[src/rtl/alu_bist_pkg.sv]
// Shared definitions for the alu self-test engine: opcodes, FSM encoding and the
// golden alu model used by both the checker and the alu bench.
package alu_bist_pkg;

    localparam int MAX_W = 16;

    localparam logic [2:0] OP_ADD = 3'd0;
    localparam logic [2:0] OP_SUB = 3'd1;
    localparam logic [2:0] OP_AND = 3'd2;
    localparam logic [2:0] OP_OR  = 3'd3;
    localparam logic [2:0] OP_XOR = 3'd4;

    typedef enum logic [1:0] {
        ST_IDLE  = 2'd0,
        ST_DRIVE = 2'd1,
        ST_CHECK = 2'd2,
        ST_DONE  = 2'd3
    } state_e;

    // Evaluated at full 16-bit width; callers keep the low WIDTH bits, which gives
    // the modulo-2**WIDTH result for ADD/SUB.
    function automatic logic [MAX_W-1:0] alu_golden(input logic [MAX_W-1:0] a,
                                                    input logic [MAX_W-1:0] b,
                                                    input logic [2:0]       op);
        logic [MAX_W-1:0] r;
        case (op)
            OP_ADD:  r = a + b;
            OP_SUB:  r = a - b;
            OP_AND:  r = a & b;
            OP_OR:   r = a | b;
            OP_XOR:  r = a ^ b;
            default: r = '0;
        endcase
        return r;
    endfunction

endpackage

[src/rtl/alu_bist_lfsr.sv]
// 32-bit Fibonacci LFSR (taps 32,22,2,1) supplying operand pairs to the alu BIST.
// A takes the low WIDTH bits of the state, B the high WIDTH bits.
module alu_bist_lfsr #(
    parameter int          WIDTH = 8,
    parameter logic [31:0] SEED  = 32'hACE1_2468
) (
    input  logic             clk,
    input  logic             rst_n,
    input  logic             load_i,
    input  logic             step_i,
    output logic [WIDTH-1:0] a_o,
    output logic [WIDTH-1:0] b_o
);

    // An all-zero state would lock up the register.
    localparam logic [31:0] SEED_EFF = (SEED == 32'h0) ? 32'h1 : SEED;

    logic [31:0] lfsr_q;
    logic [31:0] lfsr_d;
    logic        fb;

    assign fb = lfsr_q[31] ^ lfsr_q[21] ^ lfsr_q[1] ^ lfsr_q[0];

    always_comb begin
        lfsr_d = lfsr_q;
        if (load_i) begin
            lfsr_d = SEED_EFF;
        end else if (step_i) begin
            lfsr_d = {lfsr_q[30:0], fb};
        end
    end

    always_ff @(posedge clk or negedge rst_n) begin
        if (!rst_n) begin
            lfsr_q <= SEED_EFF;
        end else begin
            lfsr_q <= lfsr_d;
        end
    end

    assign a_o = lfsr_q[WIDTH-1:0];
    assign b_o = lfsr_q[31:32-WIDTH];

endmodule

[src/rtl/alu_bist_ctrl.sv]
// Alu self-test controller: drives LFSR operands and cycling opcodes into the alu
// and checks each result against the golden model. ALU_BIST_FAILCAP_EN adds
// capture of the first failing vector on fail_*.
//   state    | meaning
//   IDLE     | waiting for start after reset
//   DRIVE    | register next operands/opcode onto the alu inputs
//   CHECK    | compare alu_result, update counters, step LFSR
//   DONE     | run finished, results held until next start
module alu_bist_ctrl
    import alu_bist_pkg::*;
#(
    parameter int          WIDTH = 8,
    parameter int          CNT_W = 16,
    parameter int          ERR_W = 8,
    parameter logic [31:0] SEED  = 32'hACE1_2468
) (
    input  logic             clk,
    input  logic             rst_n,
    input  logic             start,
    input  logic [CNT_W-1:0] num_vectors,
    output logic [WIDTH-1:0] alu_a,
    output logic [WIDTH-1:0] alu_b,
    output logic [2:0]       alu_opcode,
    input  logic [WIDTH-1:0] alu_result,
    output logic             busy,
    output logic             done,
    output logic             pass,
    output logic [CNT_W-1:0] vec_count,
    output logic [ERR_W-1:0] err_count,
    output logic [WIDTH-1:0] fail_a,
    output logic [WIDTH-1:0] fail_b,
    output logic [2:0]       fail_op,
    output logic [WIDTH-1:0] fail_res
);

    localparam logic [MAX_W-1:0] WMASK = MAX_W'((32'h1 << WIDTH) - 32'h1);

    state_e           state_q, state_d;
    logic [WIDTH-1:0] alu_a_q, alu_a_d;
    logic [WIDTH-1:0] alu_b_q, alu_b_d;
    logic [2:0]       alu_op_q, alu_op_d;
    logic [2:0]       op_q, op_d;
    logic [CNT_W-1:0] num_q, num_d;
    logic [CNT_W-1:0] vec_q, vec_d;
    logic [ERR_W-1:0] err_q, err_d;
    logic             done_q, done_d;
    logic             pass_q, pass_d;

    logic             lfsr_load;
    logic             lfsr_step;
    logic [WIDTH-1:0] lfsr_a;
    logic [WIDTH-1:0] lfsr_b;
    logic [CNT_W-1:0] vec_inc;
    logic [MAX_W-1:0] golden;
    logic             mismatch;
    logic             start_accept;

    alu_bist_lfsr #(
        .WIDTH (WIDTH),
        .SEED  (SEED)
    ) u_lfsr (
        .clk    (clk),
        .rst_n  (rst_n),
        .load_i (lfsr_load),
        .step_i (lfsr_step),
        .a_o    (lfsr_a),
        .b_o    (lfsr_b)
    );

    assign golden       = alu_golden(MAX_W'(alu_a_q), MAX_W'(alu_b_q), alu_op_q);
    assign mismatch     = ((golden ^ MAX_W'(alu_result)) & WMASK) != '0;
    assign vec_inc      = vec_q + CNT_W'(1);
    assign start_accept = start && ((state_q == ST_IDLE) || (state_q == ST_DONE));

    always_comb begin
        state_d   = state_q;
        alu_a_d   = alu_a_q;
        alu_b_d   = alu_b_q;
        alu_op_d  = alu_op_q;
        op_d      = op_q;
        num_d     = num_q;
        vec_d     = vec_q;
        err_d     = err_q;
        lfsr_load = 1'b0;
        lfsr_step = 1'b0;

        case (state_q)
            ST_IDLE, ST_DONE: begin
                if (start_accept) begin
                    num_d     = num_vectors;
                    vec_d     = '0;
                    err_d     = '0;
                    op_d      = OP_ADD;
                    lfsr_load = 1'b1;
                    state_d   = (num_vectors != '0) ? ST_DRIVE : ST_DONE;
                end
            end
            ST_DRIVE: begin
                alu_a_d  = lfsr_a;
                alu_b_d  = lfsr_b;
                alu_op_d = op_q;
                state_d  = ST_CHECK;
            end
            ST_CHECK: begin
                if (vec_q != '1) begin
                    vec_d = vec_inc;
                end
                if (mismatch && (err_q != '1)) begin
                    err_d = err_q + ERR_W'(1);
                end
                lfsr_step = 1'b1;
                op_d      = (op_q == OP_XOR) ? OP_ADD : 3'(op_q + 3'd1);
                state_d   = (vec_inc == num_q) ? ST_DONE : ST_DRIVE;
            end
            default: state_d = ST_IDLE;
        endcase

        // done/pass lag the DONE state by one cycle and drop on the start edge.
        done_d = (state_q == ST_DONE) && !start;
        pass_d = done_d && (err_q == '0);
    end

    always_ff @(posedge clk or negedge rst_n) begin
        if (!rst_n) begin
            state_q  <= ST_IDLE;
            alu_a_q  <= '0;
            alu_b_q  <= '0;
            alu_op_q <= '0;
            op_q     <= OP_ADD;
            num_q    <= '0;
            vec_q    <= '0;
            err_q    <= '0;
            done_q   <= 1'b0;
            pass_q   <= 1'b0;
        end else begin
            state_q  <= state_d;
            alu_a_q  <= alu_a_d;
            alu_b_q  <= alu_b_d;
            alu_op_q <= alu_op_d;
            op_q     <= op_d;
            num_q    <= num_d;
            vec_q    <= vec_d;
            err_q    <= err_d;
            done_q   <= done_d;
            pass_q   <= pass_d;
        end
    end

    assign alu_a      = alu_a_q;
    assign alu_b      = alu_b_q;
    assign alu_opcode = alu_op_q;
    assign busy       = (state_q == ST_DRIVE) || (state_q == ST_CHECK);
    assign done       = done_q;
    assign pass       = pass_q;
    assign vec_count  = vec_q;
    assign err_count  = err_q;

`ifdef ALU_BIST_FAILCAP_EN
    logic [WIDTH-1:0] fail_a_q, fail_b_q, fail_res_q;
    logic [2:0]       fail_op_q;
    logic             first_fail;

    // err_count is cleared on start, so zero marks the first mismatch of a run.
    assign first_fail = (state_q == ST_CHECK) && mismatch && (err_q == '0);

    always_ff @(posedge clk or negedge rst_n) begin
        if (!rst_n) begin
            fail_a_q   <= '0;
            fail_b_q   <= '0;
            fail_op_q  <= '0;
            fail_res_q <= '0;
        end else if (start_accept) begin
            fail_a_q   <= '0;
            fail_b_q   <= '0;
            fail_op_q  <= '0;
            fail_res_q <= '0;
        end else if (first_fail) begin
            fail_a_q   <= alu_a_q;
            fail_b_q   <= alu_b_q;
            fail_op_q  <= alu_op_q;
            fail_res_q <= alu_result;
        end
    end

    assign fail_a   = fail_a_q;
    assign fail_b   = fail_b_q;
    assign fail_op  = fail_op_q;
    assign fail_res = fail_res_q;
`else
    assign fail_a   = '0;
    assign fail_b   = '0;
    assign fail_op  = '0;
    assign fail_res = '0;
`endif

endmodule
[config.mk]
export PLATFORM = sky130hd
export DESIGN_NAME = alu_bist_ctrl
export DESIGN_NICKNAME = d
export VERILOG_FILES = /design/src/rtl/alu_bist_pkg.sv /design/src/rtl/alu_bist_lfsr.sv /design/src/rtl/alu_bist_ctrl.sv
export SDC_FILE = /design/constraint.sdc
export NUM_CORES = 1
export LEC_CHECK = 0
export ABC_AREA = 1
export CAP_MARGIN = 20
export CELL_PAD_IN_SITES_DETAIL_PLACEMENT = 1
export CELL_PAD_IN_SITES_GLOBAL_PLACEMENT = 2
export CORE_UTILIZATION = 25
export CTS_CLUSTER_SIZE = 28
export DETAILED_ROUTE_END_ITERATION = 10
export PLACE_DENSITY_LB_ADDON = 0.1
export SYNTH_ARGS = -nofsm -noshare
export SYNTH_HDL_FRONTEND = slang
export SYNTH_HIERARCHICAL = 1
export SYNTH_SLANG_ARGS = --single-unit
[constraint.sdc]
create_clock -name clk -period 6.6 [get_ports clk]
set_input_delay 1.32 -clock clk [delete_from_list [all_inputs] [get_ports clk]]
set_output_delay 1.32 -clock clk [all_outputs]
set_load 0.005 [all_outputs]
# Yosys cells after proc, flatten, opt, wreduce, memory -nomap -nowiden
# Index checks and enable logic that the tools add are counted.
# Widths: inputs -> output; s select.
dict set report classes {
  add_sub_neg 5
  n_bitwise 7
  mux 19
  n_eq_ne 14
  reduce_logical 19
}
# operator count
set ops {}
lappend ops {{$mux 32} 2}
lappend ops {{$pmux 8 s5} 1}
lappend ops {{$mux 16} 2}
lappend ops {{$pmux 16 s2} 1}
lappend ops {{$reduce_bool 16->1} 2}
lappend ops {{$add 16x1->16 const B} 1}
lappend ops {{$eq 16x16->1} 1}
lappend ops {{$mux 8} 2}
lappend ops {{$ne 16x16->1 const B} 1}
lappend ops {{$pmux 8 s2} 1}
lappend ops {{$xor 8x8->8} 2}
lappend ops {{$add 8x1->8 const B} 1}
lappend ops {{$add 8x8->8} 1}
lappend ops {{$and 8x8->8} 1}
lappend ops {{$logic_not 8->1} 1}
lappend ops {{$ne 8x8->1 const B} 1}
lappend ops {{$or 8x8->8} 1}
lappend ops {{$sub 8x8->8} 1}
lappend ops {{$eq 3x2->1 const B} 2}
lappend ops {{$eq 3x3->1 const B} 2}
lappend ops {{$mux 2} 3}
lappend ops {{$mux 3} 2}
lappend ops {{$ne 2x2->1 const B} 3}
lappend ops {{$pmux 2 s3} 1}
lappend ops {{16 further kinds} 28}
dict set report word_totals {
  register_bits 98
  output_inout_bits 73
  wordCells 75
  input_bits 27
}

# Longest topological paths before layout
# Gate-level depths: netlist of run 1.
dict set report logic_depth {
  ltp_word 7
  mapped_depth 23
  ltp_nobuf 23
}

# Cells and area by module
# The synthesis of run 1 kept the hierarchy.
# module area_each_um2 n_inst cells_per_inst seq_area_each_um2
set by_module_without_submodules {}
lappend by_module_without_submodules {alu_bist_ctrl 4745.8 1 664 1651.6}
lappend by_module_without_submodules {alu_bist_lfsr 1387.6 1 133 817.0}

# Worst setup path after synthesis of run 1
# OpenSTA, ideal clock, no wires.
dict set report synth_timing {
  path_type {reg2reg}
  startpoint {register alu_op_q[2] (netlist: alu_opcode[2])}
  endpoint {register err_q[6] (netlist: err_count[6])}
  n_path_buf 1
  required_time_ps 6533
  stages_incl_launch_ff 21
  arrival_time_ps 2726
  synth_period_minus_slack_ps 2792
  setup_ps 67
  slack_ps 3808
  cell_sequence {dfrtp_1 -> buf_4 -> nor2_4 -> nand2_2 -> nand2_1 -> o21ai_0 -> xor2_1 -> ha_1 -> nand2_1 -> or2_2 -> nand3_1 -> nand2_1 -> nand3_1 -> nand2_1 -> nand2_1 -> nand3_1 -> o21bai_1 -> nand2_2 -> nand2_4 -> nand2_1 -> nand2_1}
}
dict set report synth_via {
  elab_chain_len 7
  word_cells_on_any_way 11
  cone_classes {5 x eq/ne; 1 x mux; 1 x bitwise; 4 x reduce/logical}
}
# element line_no
set synth_lines {}
lappend synth_lines {{start: declaration} alu_bist_ctrl.sv:41} ;# logic [2:0] alu_op_q, alu_op_d;
lappend synth_lines {{start signal: assignment} alu_bist_ctrl.sv:139} ;# alu_op_q <= alu_op_d;
lappend synth_lines {{$eq 3x3->1 (tied with other cells)} alu_bist_pkg.sv:26} ;# case (op)
lappend synth_lines {{$pmux 8 s5 *} alu_bist_pkg.sv:26}
lappend synth_lines {{$xor 8x8->8 *} alu_bist_ctrl.sv:71} ;# assign mismatch = ((golden ^ MAX_W'(alu_result)) & WMASK) != '0;
lappend synth_lines {{$reduce_bool 16->1 *} alu_bist_ctrl.sv:71}
lappend synth_lines {{$logic_and 1x1->1 *} alu_bist_ctrl.sv:108} ;# if (mismatch && (err_q != '1)) begin
lappend synth_lines {{$ne 2x2->1 (no source line) *} n/a}
lappend synth_lines {{$reduce_and 3->1 (no source line) *} n/a}
lappend synth_lines {{end signal: assignment} alu_bist_ctrl.sv:143} ;# err_q <= err_d;
lappend synth_lines {{end: declaration} alu_bist_ctrl.sv:45} ;# logic [ERR_W-1:0] err_q, err_d;
# Mark *: on every way between the ends. The rest lies on a longest branch, timed or not.
# A chain may end at the register's enable or synchronous reset.

# Final worst setup path of run 1
dict set report layout_timing {
  startpoint {input port start}
  endpoint {register vec_q[0] (netlist: vec_count[0])}
}
dict set report layout_via {
  elab_chain_len 3
}
# element line_no
set layout_lines {}
lappend layout_lines {{start: declaration} alu_bist_ctrl.sv:19} ;# input logic start,
lappend layout_lines {{$logic_and 1x1->1} alu_bist_ctrl.sv:73} ;# assign start_accept = start && ((state_q == ST_IDLE) || (state_q == ST_DONE));
lappend layout_lines {{$ne 2x2->1 (no source line)} n/a}
lappend layout_lines {{$reduce_and 3->1 (no source line)} n/a}
lappend layout_lines {{end signal: assignment} alu_bist_ctrl.sv:142} ;# vec_q <= vec_d;
lappend layout_lines {{end: declaration} alu_bist_ctrl.sv:44} ;# logic [CNT_W-1:0] vec_q, vec_d;
# Every way passes these cells.

==> impl_metrics.ini, run 1 <==
[worst_hold_path]
min_path_type = reg -> reg

[detailed_routing]
drtIter0Drc = 242
viasPerCell = 4.45
via_count = 5215
wl_per_cell_um = 15.2
drt_pass1_iterations = 4
drtAntennaViolNets = 0
drc_errors = 0
finalWirelength_um = 17800

[logic_synthesis]
netlist_area_um2 = 6130
yosysTopAreaCellShare = 0.347
synthAdderAreaFrac = 0.0706
synthTopCellsByArea = dfrtp_1 (35%), nand2_1 (11%), inv_1 (7.6%)
muxShareOfSynthArea = 0
synth_top_area_cell = dfrtp_1
seq_area_frac_synth = 0.402
synth.distinct_cells = 41
synth_xor_area_frac = 0.0286
yosysMostFrequentCell = nand2_1
yosys.area_share.simple = 0.248
async_flop_share = 1.00
synthCells = 797
ys.flop_type = dfrtp_1
synth_compound_area_frac = 0.102
yosysWarnings = 6
avgSynthCellArea_um2 = 7.70
ys_ff_latch = 98
synth_edf_count = 0
synth_commonest_cells = nand2_1 (184), inv_1 (124), dfrtp_1 (85), nand3_1 (54), nor2_1 (54)
synth_top_family_by_area = simple AND/OR/NAND/NOR gates

[place]
dp_cells = 1156
dp_hpwl_um = 13900
io_buffers = 72
place_congestion = 0.750

[sta]
worst_pin_slew_ns = 0.856
setup_viol = 0
period_share = 0.613
fin_setup_tns_ns = 0
skew_ns = 0.00934
drv_slew = 0
rsz0062_at_grt = no
finalCriticalPeriod_ns = 4.05
slew_headroom = 0.429
finalHoldViolations = 0
fmax_mhz = 247

[clock_network]
cts.clk_slew.worst_paths_ns = 0.08
cts.sinks = 98
root_buffer = clkbuf_16
hold_buffers = 0
htree_num_levels = 3
cts.path.max_buffers = 2
cts_setup_buffers = 0
cts_tree = done
clk_latency_ns = 0.36
cts-buffers-inserted = 9
cts_resized = 0

[global_routing]
grt_pass1_vias = 5460
grt_max_degree = 65
grt_pass1_wl_um = 29200
antenna_found_initial = 0
track_usage = 0.151
overflow = 0

[floorplanning]
initial_core_util = 0.258
die_area_um2 = 25200
die_w_um = 159
io_pins = 100
die_h_um = 159
rows = 56
coreArea_um2 = 23800

[power_and_ir_drop]
ir_worst_vdd_uv = 121
p_per_area_nw_per_um2 = 446
p_leak_nw = 3.51

[critical_path]
cp-end-kind = flip-flop
worst-path-max-fanout = 26
r2r_setup_slack_ns = 3.10
criticalPathCategory = in -> reg
crit_arrival_ns = 4.32
crit_path_start_kind = primary input
crit_required_ns = 6.87

[run_status]
status = finished, final reports clean

[cells_and_area]
fin_nets = 910
syn_to_final_growth_pct = 19.4
drive_above_1_share = 0.0632
diodes = 0
n_fill_cell = 2862
stdcell_count = 1173

[flow_run]
maxCapViolations = 0
[cell families after synthesis]
| group | Yosys count |
|---|---|
| compound gates | 106 |
| xor+xnor | 20 |
| fa+ha+maj | 34 |
| buf+inv | 193 |
| flops | 98 |
| other cells | 1 |
| simple gates | 345 |
[final timing paths]
kind	from	to	cells past startpoint
min	u_lfsr/lfsr_q[28]	alu_b[4]	2
min in group asynchronous	rst_n	alu_a[7]	1
max reg2reg	alu_opcode[2]	err_count[0]	19
max	start	vec_count[0]	8
max in group asynchronous	rst_n	u_lfsr/lfsr_q[7]	2
min reg2reg	u_lfsr/lfsr_q[28]	alu_b[4]	2
[flip-flops by register name, summed over array words and instances, names as in the netlist]
signal / count
pass: 1
done: 1
alu_opcode: 3
op_q: 3
err_count: 8
vec_count: 16
alu_b: 8
num_q: 16
u_lfsr/lfsr_q: 32
state_q: 2
alu_a: 8
[area by class of cell]
| cell class | instances | area [µm²] | share of cell area |
|---|---|---|---|
| clock buffer | 10 | 239 | 0.0326 |
| sequential | 98 | 2470 | 0.337 |
| timing repair buffer | 75 | 752 | 0.103 |
| tap | 319 | 399 | 0.0545 |
| inverter | 133 | 499 | 0.0682 |
| clock inverter | 6 | 108 | 0.0147 |
| multi-input combinational | 532 | 2860 | 0.390 |
[worst max-delay path, cell delays in order]
cell             delay, ns
clkdlybuf4s50_1       0.50
nand2_1               0.46
o21ai_1               0.50
buf_6                 0.22
nand2_1               0.12
inv_1                 0.41
nand2_1               0.49
o21ai_0               0.29
[stage by stage]
step / hold slack [ns] / total power, mW / setup WS (ns) / utilization / area, µm²
4_1_cts: 0.495 / 3.32 / 2.51 / 0.308 / 7310
3_3_place_gp: 0.477 / 2.62 / 1.93 / 0.293 / 6950
2_1_floorplan: 0.462 / 2.16 / 3.81 / - / 6230
3_5_place_dp: 0.477 / 2.68 / 2.12 / 0.293 / 6960
5_1_grt: 0.507 / 3.61 / 2.21 / 0.308 / 7320
6_report: 0.487 / 3.26 / 2.55 / 0.308 / 7320
[metal layers]
metal,share of wire,GRT usage,up-vias,wire length (µm)
li1,-,-,2594,-
met1,0.47,0.197,2533,8370
met2,0.49,0.259,75,8740
met3,0.031,0.0245,13,546
met4,0.011,0.0343,0,198
met5,0,0,-,0
[placed cells by master, fill, tap and decap left out, types with 3 or more instances in the layout]
cell,synthesis,layout
nor2_1,54,54
o21ai_0,42,42
inv_2,7,7
ha_1,33,33
o22ai_1,31,31
or2_2,5,5
xor2_1,17,17
a22oi_1,14,14
nand3_1,54,54
conb_1,1,27
inv_1,124,124
xnor2_1,3,3
clkdlybuf4s50_1,0,71
nand3b_1,4,4
o21ai_1,3,3
nand2_1,184,184
nand4_1,21,21
nor3_1,10,10
clkbuf_16,0,9
dfrtp_1,85,85
dfstp_2,13,13
a21oi_1,9,9
[where the power goes]
| part | total [mW] | internal, mW | switching, mW |
|---|---|---|---|
| clock | 0.622 | 0.353 | 0.269 |
| sequential | 0.970 | 0.802 | 0.168 |
| combinational | 1.67 | 0.635 | 1.04 |
| total | 3.26 | 1.79 | 1.47 |
(Power assumes the default switching activity.)
==> run 2, diff against run 1 <==
Clock period 6.6 ns to 3.65 ns, I/O delays scaled along.
==> impl_metrics.ini, run 2 (synthesis results as in run 1) <==
[detailed_routing]
wl_per_cell_um = 15.3
drc_errors = 0
finalWirelength_um = 18000
via_count = 5197
viasPerCell = 4.41
drtAntennaViolNets = 0
drtIter0Drc = 206
drt_pass1_iterations = 4

[clock_network]
hold_buffers = 0
cts.clk_slew.worst_paths_ns = 0.07
clk_latency_ns = 0.35
cts_tree = done
cts.sinks = 98
cts_resized = 0
cts-buffers-inserted = 9
htree_num_levels = 3
root_buffer = clkbuf_16
cts_setup_buffers = 0
cts.path.max_buffers = 2

[sta]
skew_ns = 0.00858
finalHoldViolations = 0
slew_headroom = 0.622
fin_setup_tns_ns = 0
setup_viol = 0
drv_slew = 0
worst_pin_slew_ns = 0.562
period_share = 0.882
fmax_mhz = 311
fin_ws_ns = 0.432
hold_slack_ns = 0.440
finalCriticalPeriod_ns = 3.22

[critical_path]
cp-end-kind = flip-flop
reg2regPathDepth = 19
crit_arrival_ns = 3.51
crit_required_ns = 3.94
crit_path_start_kind = flip-flop
criticalPathCategory = reg -> reg
worst-path-max-fanout = 10

[power_and_ir_drop]
p_leak_nw = 3.52
p_per_area_nw_per_um2 = 790
ir_worst_vdd_uv = 283

[cells_and_area]
diodes = 0
final_core_util = 0.308
regMostFlops = u_lfsr/lfsr_q
layout_commonest_cell = nand2_1
largest_reg_flops = 32
postLayoutCellArea_um2 = 7320
mostFrequentLayoutCells = nand2_1 (184), inv_1 (124), dfrtp_1 (85), clkdlybuf4s50_1 (71)
drive_above_1_share = 0.0698
fin_nets = 916
syn_to_final_growth_pct = 19.4

[place]
io_buffers = 72
pre_cts_ws_ns = 0.217
dpl-instance-area_um2 = 7010
place_congestion = 0.776
dp_hpwl_um = 13800

[global_routing]
antenna_found_initial = 0
track_usage = 0.153
grt_pass1_vias = 5548
grt_max_degree = 99
grt_pass1_wl_um = 29700
overflow = 0

[worst_hold_path]
min_path_type = in -> async

[floorplanning]
coreArea_um2 = 23800
die_area_um2 = 25200
rows = 56
die_h_um = 159
io_pins = 100
initial_core_util = 0.258
die_w_um = 159

[flow_run]
maxCapViolations = 0

[run_status]
status = finished, final reports clean
run 2: cell count changes in the layout (fill, tap and decap cells not counted), sizes merged:
| cell | delta |
|---|---|
| bufinv | -1 |
| buf | +6 |
| clkbuf | -1 |
| clkinv | +2 |
run 2: final timing paths:
kind                                  startpoint                to  slack (ns)
worst max-delay path               alu_opcode[2]      err_count[5]        0.43
worst min-delay path                       rst_n  u_lfsr/lfsr_q[9]        0.44
worst max register to register     alu_opcode[2]      err_count[5]        0.43
worst min register to register  u_lfsr/lfsr_q[2]          alu_a[2]        0.49
max in group asynchronous                  rst_n     alu_opcode[0]        2.80
min in group clk                u_lfsr/lfsr_q[2]          alu_a[2]        0.49
run 2: critical path, cell delays in order (launching register included):
cell and delay (ns):
dfrtp_1 0.54, nor2_4 0.20, nand2_2 0.10, nand2_1 0.17, o21ai_0 0.13, xor2_1 0.16
ha_1 0.37, nand2_1 0.09, or2_2 0.31, nand3_1 0.07, nand2_1 0.06, nand3_1 0.09
nand2_1 0.05, nand2_1 0.05, nand3_1 0.15, o21bai_1 0.20, nand2_2 0.15, nand2_4 0.14
nand2_1 0.06, nand2_1 0.07
run 2: metal layers:
layer | track usage | up-vias | share of wire | routed length [µm]
met3 | 0.0245 | 13 | 0.025 | 441
li1 | - | 2601 | - | -
met2 | 0.266 | 67 | 0.49 | 8820
met4 | 0.0366 | 0 | 0.0088 | 158
met5 | 0 | - | 0 | 0
met1 | 0.198 | 2516 | 0.48 | 8560
run 2: cell type report:
class                           count  area, µm²
Clock buffer                        9        225
Clock inverter                      7       75.1
Fill cell                        2861      16400
Inverter                          133        499
Multi-Input combinational cell    532       2860
Sequential cell                    98       2470
Tap cell                          319        399
Timing Repair Buffer               81        798
run 2: power by group:
part / internal, mW / switching (mW)
combinational: 1.15 / 1.90
sequential: 1.45 / 0.292
clock: 0.538 / 0.446
run 2: metrics by stage:
step	total power, mW	instances
final	5.79	1179
after global routing	6.44	1179
after CTS	5.91	1177
after detailed placement	4.88	1161
after global placement	4.82	1161
after floorplan	3.91	823
==> run 3, diff against run 2 <==
Settings changed: CAP_MARGIN 20 to not set, RECOVER_POWER set to 25.
Clock period 3.65 ns to 2.7 ns, I/O delays scaled along.
==> impl_metrics.ini, run 3 (synthesis results as in run 1) <==
[cells_and_area]
regMostFlops = u_lfsr/lfsr_q
mostFrequentLayoutCells = nand2_1 (166), inv_1 (114), dfrtp_1 (85), clkdlybuf4s50_1 (71), buf_4 (51)
layout_commonest_cell = nand2_1
syn_to_final_growth_pct = 29.7
stdcell_count = 1227
ff_latch_area_um2 = 2470
postLayoutCellArea_um2 = 7960
diodes = 0
drive_above_1_share = 0.181
n_fill_cell = 2854
largest_reg_flops = 32
multi_input_area_um2 = 3120
fin_nets = 964
final_core_util = 0.335

[power_and_ir_drop]
p_leak_nw = 3.81
switching_share = 0.441
power_frac_comb = 0.606
p_int_mw = 5.23
p_switching_mw = 4.12
seq_power_share = 0.248
ir_worst_vdd_uv = 444
p_per_area_nw_per_um2 = 1180
p_clk_frac = 0.145

[detailed_routing]
via_count = 5452
drtAntennaViolNets = 0
drtIter0Drc = 159
finalWirelength_um = 18800
viasPerCell = 4.44
wl_per_cell_um = 15.4
drc_errors = 0
drt_pass1_iterations = 4

[clock_network]
cts-buffers-inserted = 9
clk_latency_ns = 0.35
cts.path.max_buffers = 2
root_buffer = clkbuf_16
htree_num_levels = 3
cts.clk_slew.worst_paths_ns = 0.07
cts_tree = done
cts.sinks = 98

[sta]
drv_slew = 0
finalCriticalPeriod_ns = 2.84
rsz0062_at_grt = yes
fin_setup_tns_ns = -0.956
finalHoldViolations = 0
worst_pin_slew_ns = 1.14
hold_slack_ns = 0.403
slew_headroom = 0.241
fmax_mhz = 353
fin_ws_ns = -0.136
period_share = 1.05
setup_viol = 8
skew_ns = 0.00750

[floorplanning]
io_pins = 100
die_area_um2 = 25200
coreArea_um2 = 23800
die_w_um = 159
initial_core_util = 0.258
rows = 56
die_h_um = 159

[global_routing]
antenna_found_initial = 0
grt_use_met2 = 0.274
grt_max_degree = 45
grt_use_met1 = 0.208
gr-max-usage-layer = met2
grt_pass1_vias = 5844
grt_pass1_wl_um = 30800
track_usage = 0.159
overflow = 0
grt.met3_usage = 0.0237

[critical_path]
reg2regPathDepth = 20
r2r_setup_slack_ns = -0.14
crit_required_ns = 2.99
crit_path_start_kind = flip-flop
cp-end-kind = flip-flop
worst-path-max-fanout = 8
timing.rr.end = err_count[3]
crit_arrival_ns = 3.13
r2r-start = alu_opcode[1]
criticalPathCategory = reg -> reg

[place]
dpl-instance-area_um2 = 7320
place_congestion = 0.761
io_buffers = 72
dp_cells = 1203
dp_hpwl_um = 14500

[flow_run]
maxCapViolations = 0

[worst_hold_path]
min_path_type = in -> async

[run_status]
status = finished, violations left
violations = setup timing
-- run 3: cell types whose count changed in the layout (fill, tap and decap cells not counted), moves of 5 or more --
cell / change
nand2_1: -18
buf_6: +5
nand3_1: -10
ha_1: -5
nand3_2: +10
inv_1: -10
nor2_1: -6
inv_2: +9
nand2_2: +13
buf_4: +42
nor2_2: +5
-- run 3: through the flow --
stage / total power, mW / worst slack (ns)
finish: 9.36 / -0.136
global route: 10.3 / -0.335
CTS: 8.95 / -0.141
detailed placement: 7.09 / -0.511
global placement: 6.96 / -0.477
floorplan: 5.30 / 0.0230
-- run 3: metal layers --
| layer | vias to the layer above | part of all wire | wire [µm] |
|---|---|---|---|
| li1 | 2708 | - | - |
| met1 | 2655 | 0.48 | 9020 |
| met2 | 76 | 0.49 | 9200 |
| met3 | 13 | 0.023 | 437 |
| met4 | 0 | 0.0096 | 181 |
| met5 | - | 0 | 0 |
-- run 3: layout make-up --
class | count | area share
Tap cell | 319 | 0.0502
Inverter | 133 | 0.0634
Sequential cell | 98 | 0.310
Timing Repair Buffer | 129 | 0.146
Multi-Input combinational cell | 532 | 0.392
Clock buffer | 13 | 0.0327
Clock inverter | 3 | 0.00582
-- run 3: what timing repair did --
| item | CTS | global route |
|---|---|---|
| endpoints found under the setup margin | 8 | 9 |
| resized for setup | 36 | 41 |
| buffers inserted | 6 | 3 |
| hold buffers | 0 | 0 |
| pin swaps | 24 | 28 |
-- run 3: critical path, cell delays in order, from the launching register on --
cell and delay [ns]:
dfrtp_1 0.41, nor2_4 0.15, nand2_4 0.10, inv_6 0.10, buf_6 0.11, o21ai_4 0.07, fa_2 0.53, nand2_2 0.05
nand2_2 0.07, inv_2 0.03, nand3_1 0.06, nand2_1 0.05, nor2_1 0.11, nand3_1 0.11, nor2_2 0.13, nand3_2 0.12
o21bai_4 0.22, nand2_4 0.12, nand2_8 0.10, nand2_1 0.05, nand2_1 0.07
-- run 3: worst max path at each step --
stage	startpoint	to	cells past startpoint
floorplan	alu_opcode[2]	err_count[6]	21
global placement	alu_opcode[1]	err_count[4]	21
detailed placement	alu_opcode[1]	err_count[1]	21
CTS	alu_opcode[2]	err_count[2]	22
global route	alu_b[0]	err_count[3]	20
finish	alu_opcode[1]	err_count[3]	20
-- run 3: power by group through the flow --
stage                     clock [mW]  combinational [mW]  sequential [mW]
after floorplan                    0                3.04             2.26
after global placement             0                4.62             2.33
after detailed placement           0                4.73             2.36
after CTS                       1.43                5.17             2.34
after global routing            1.47                6.41             2.39
final                           1.36                5.67             2.32
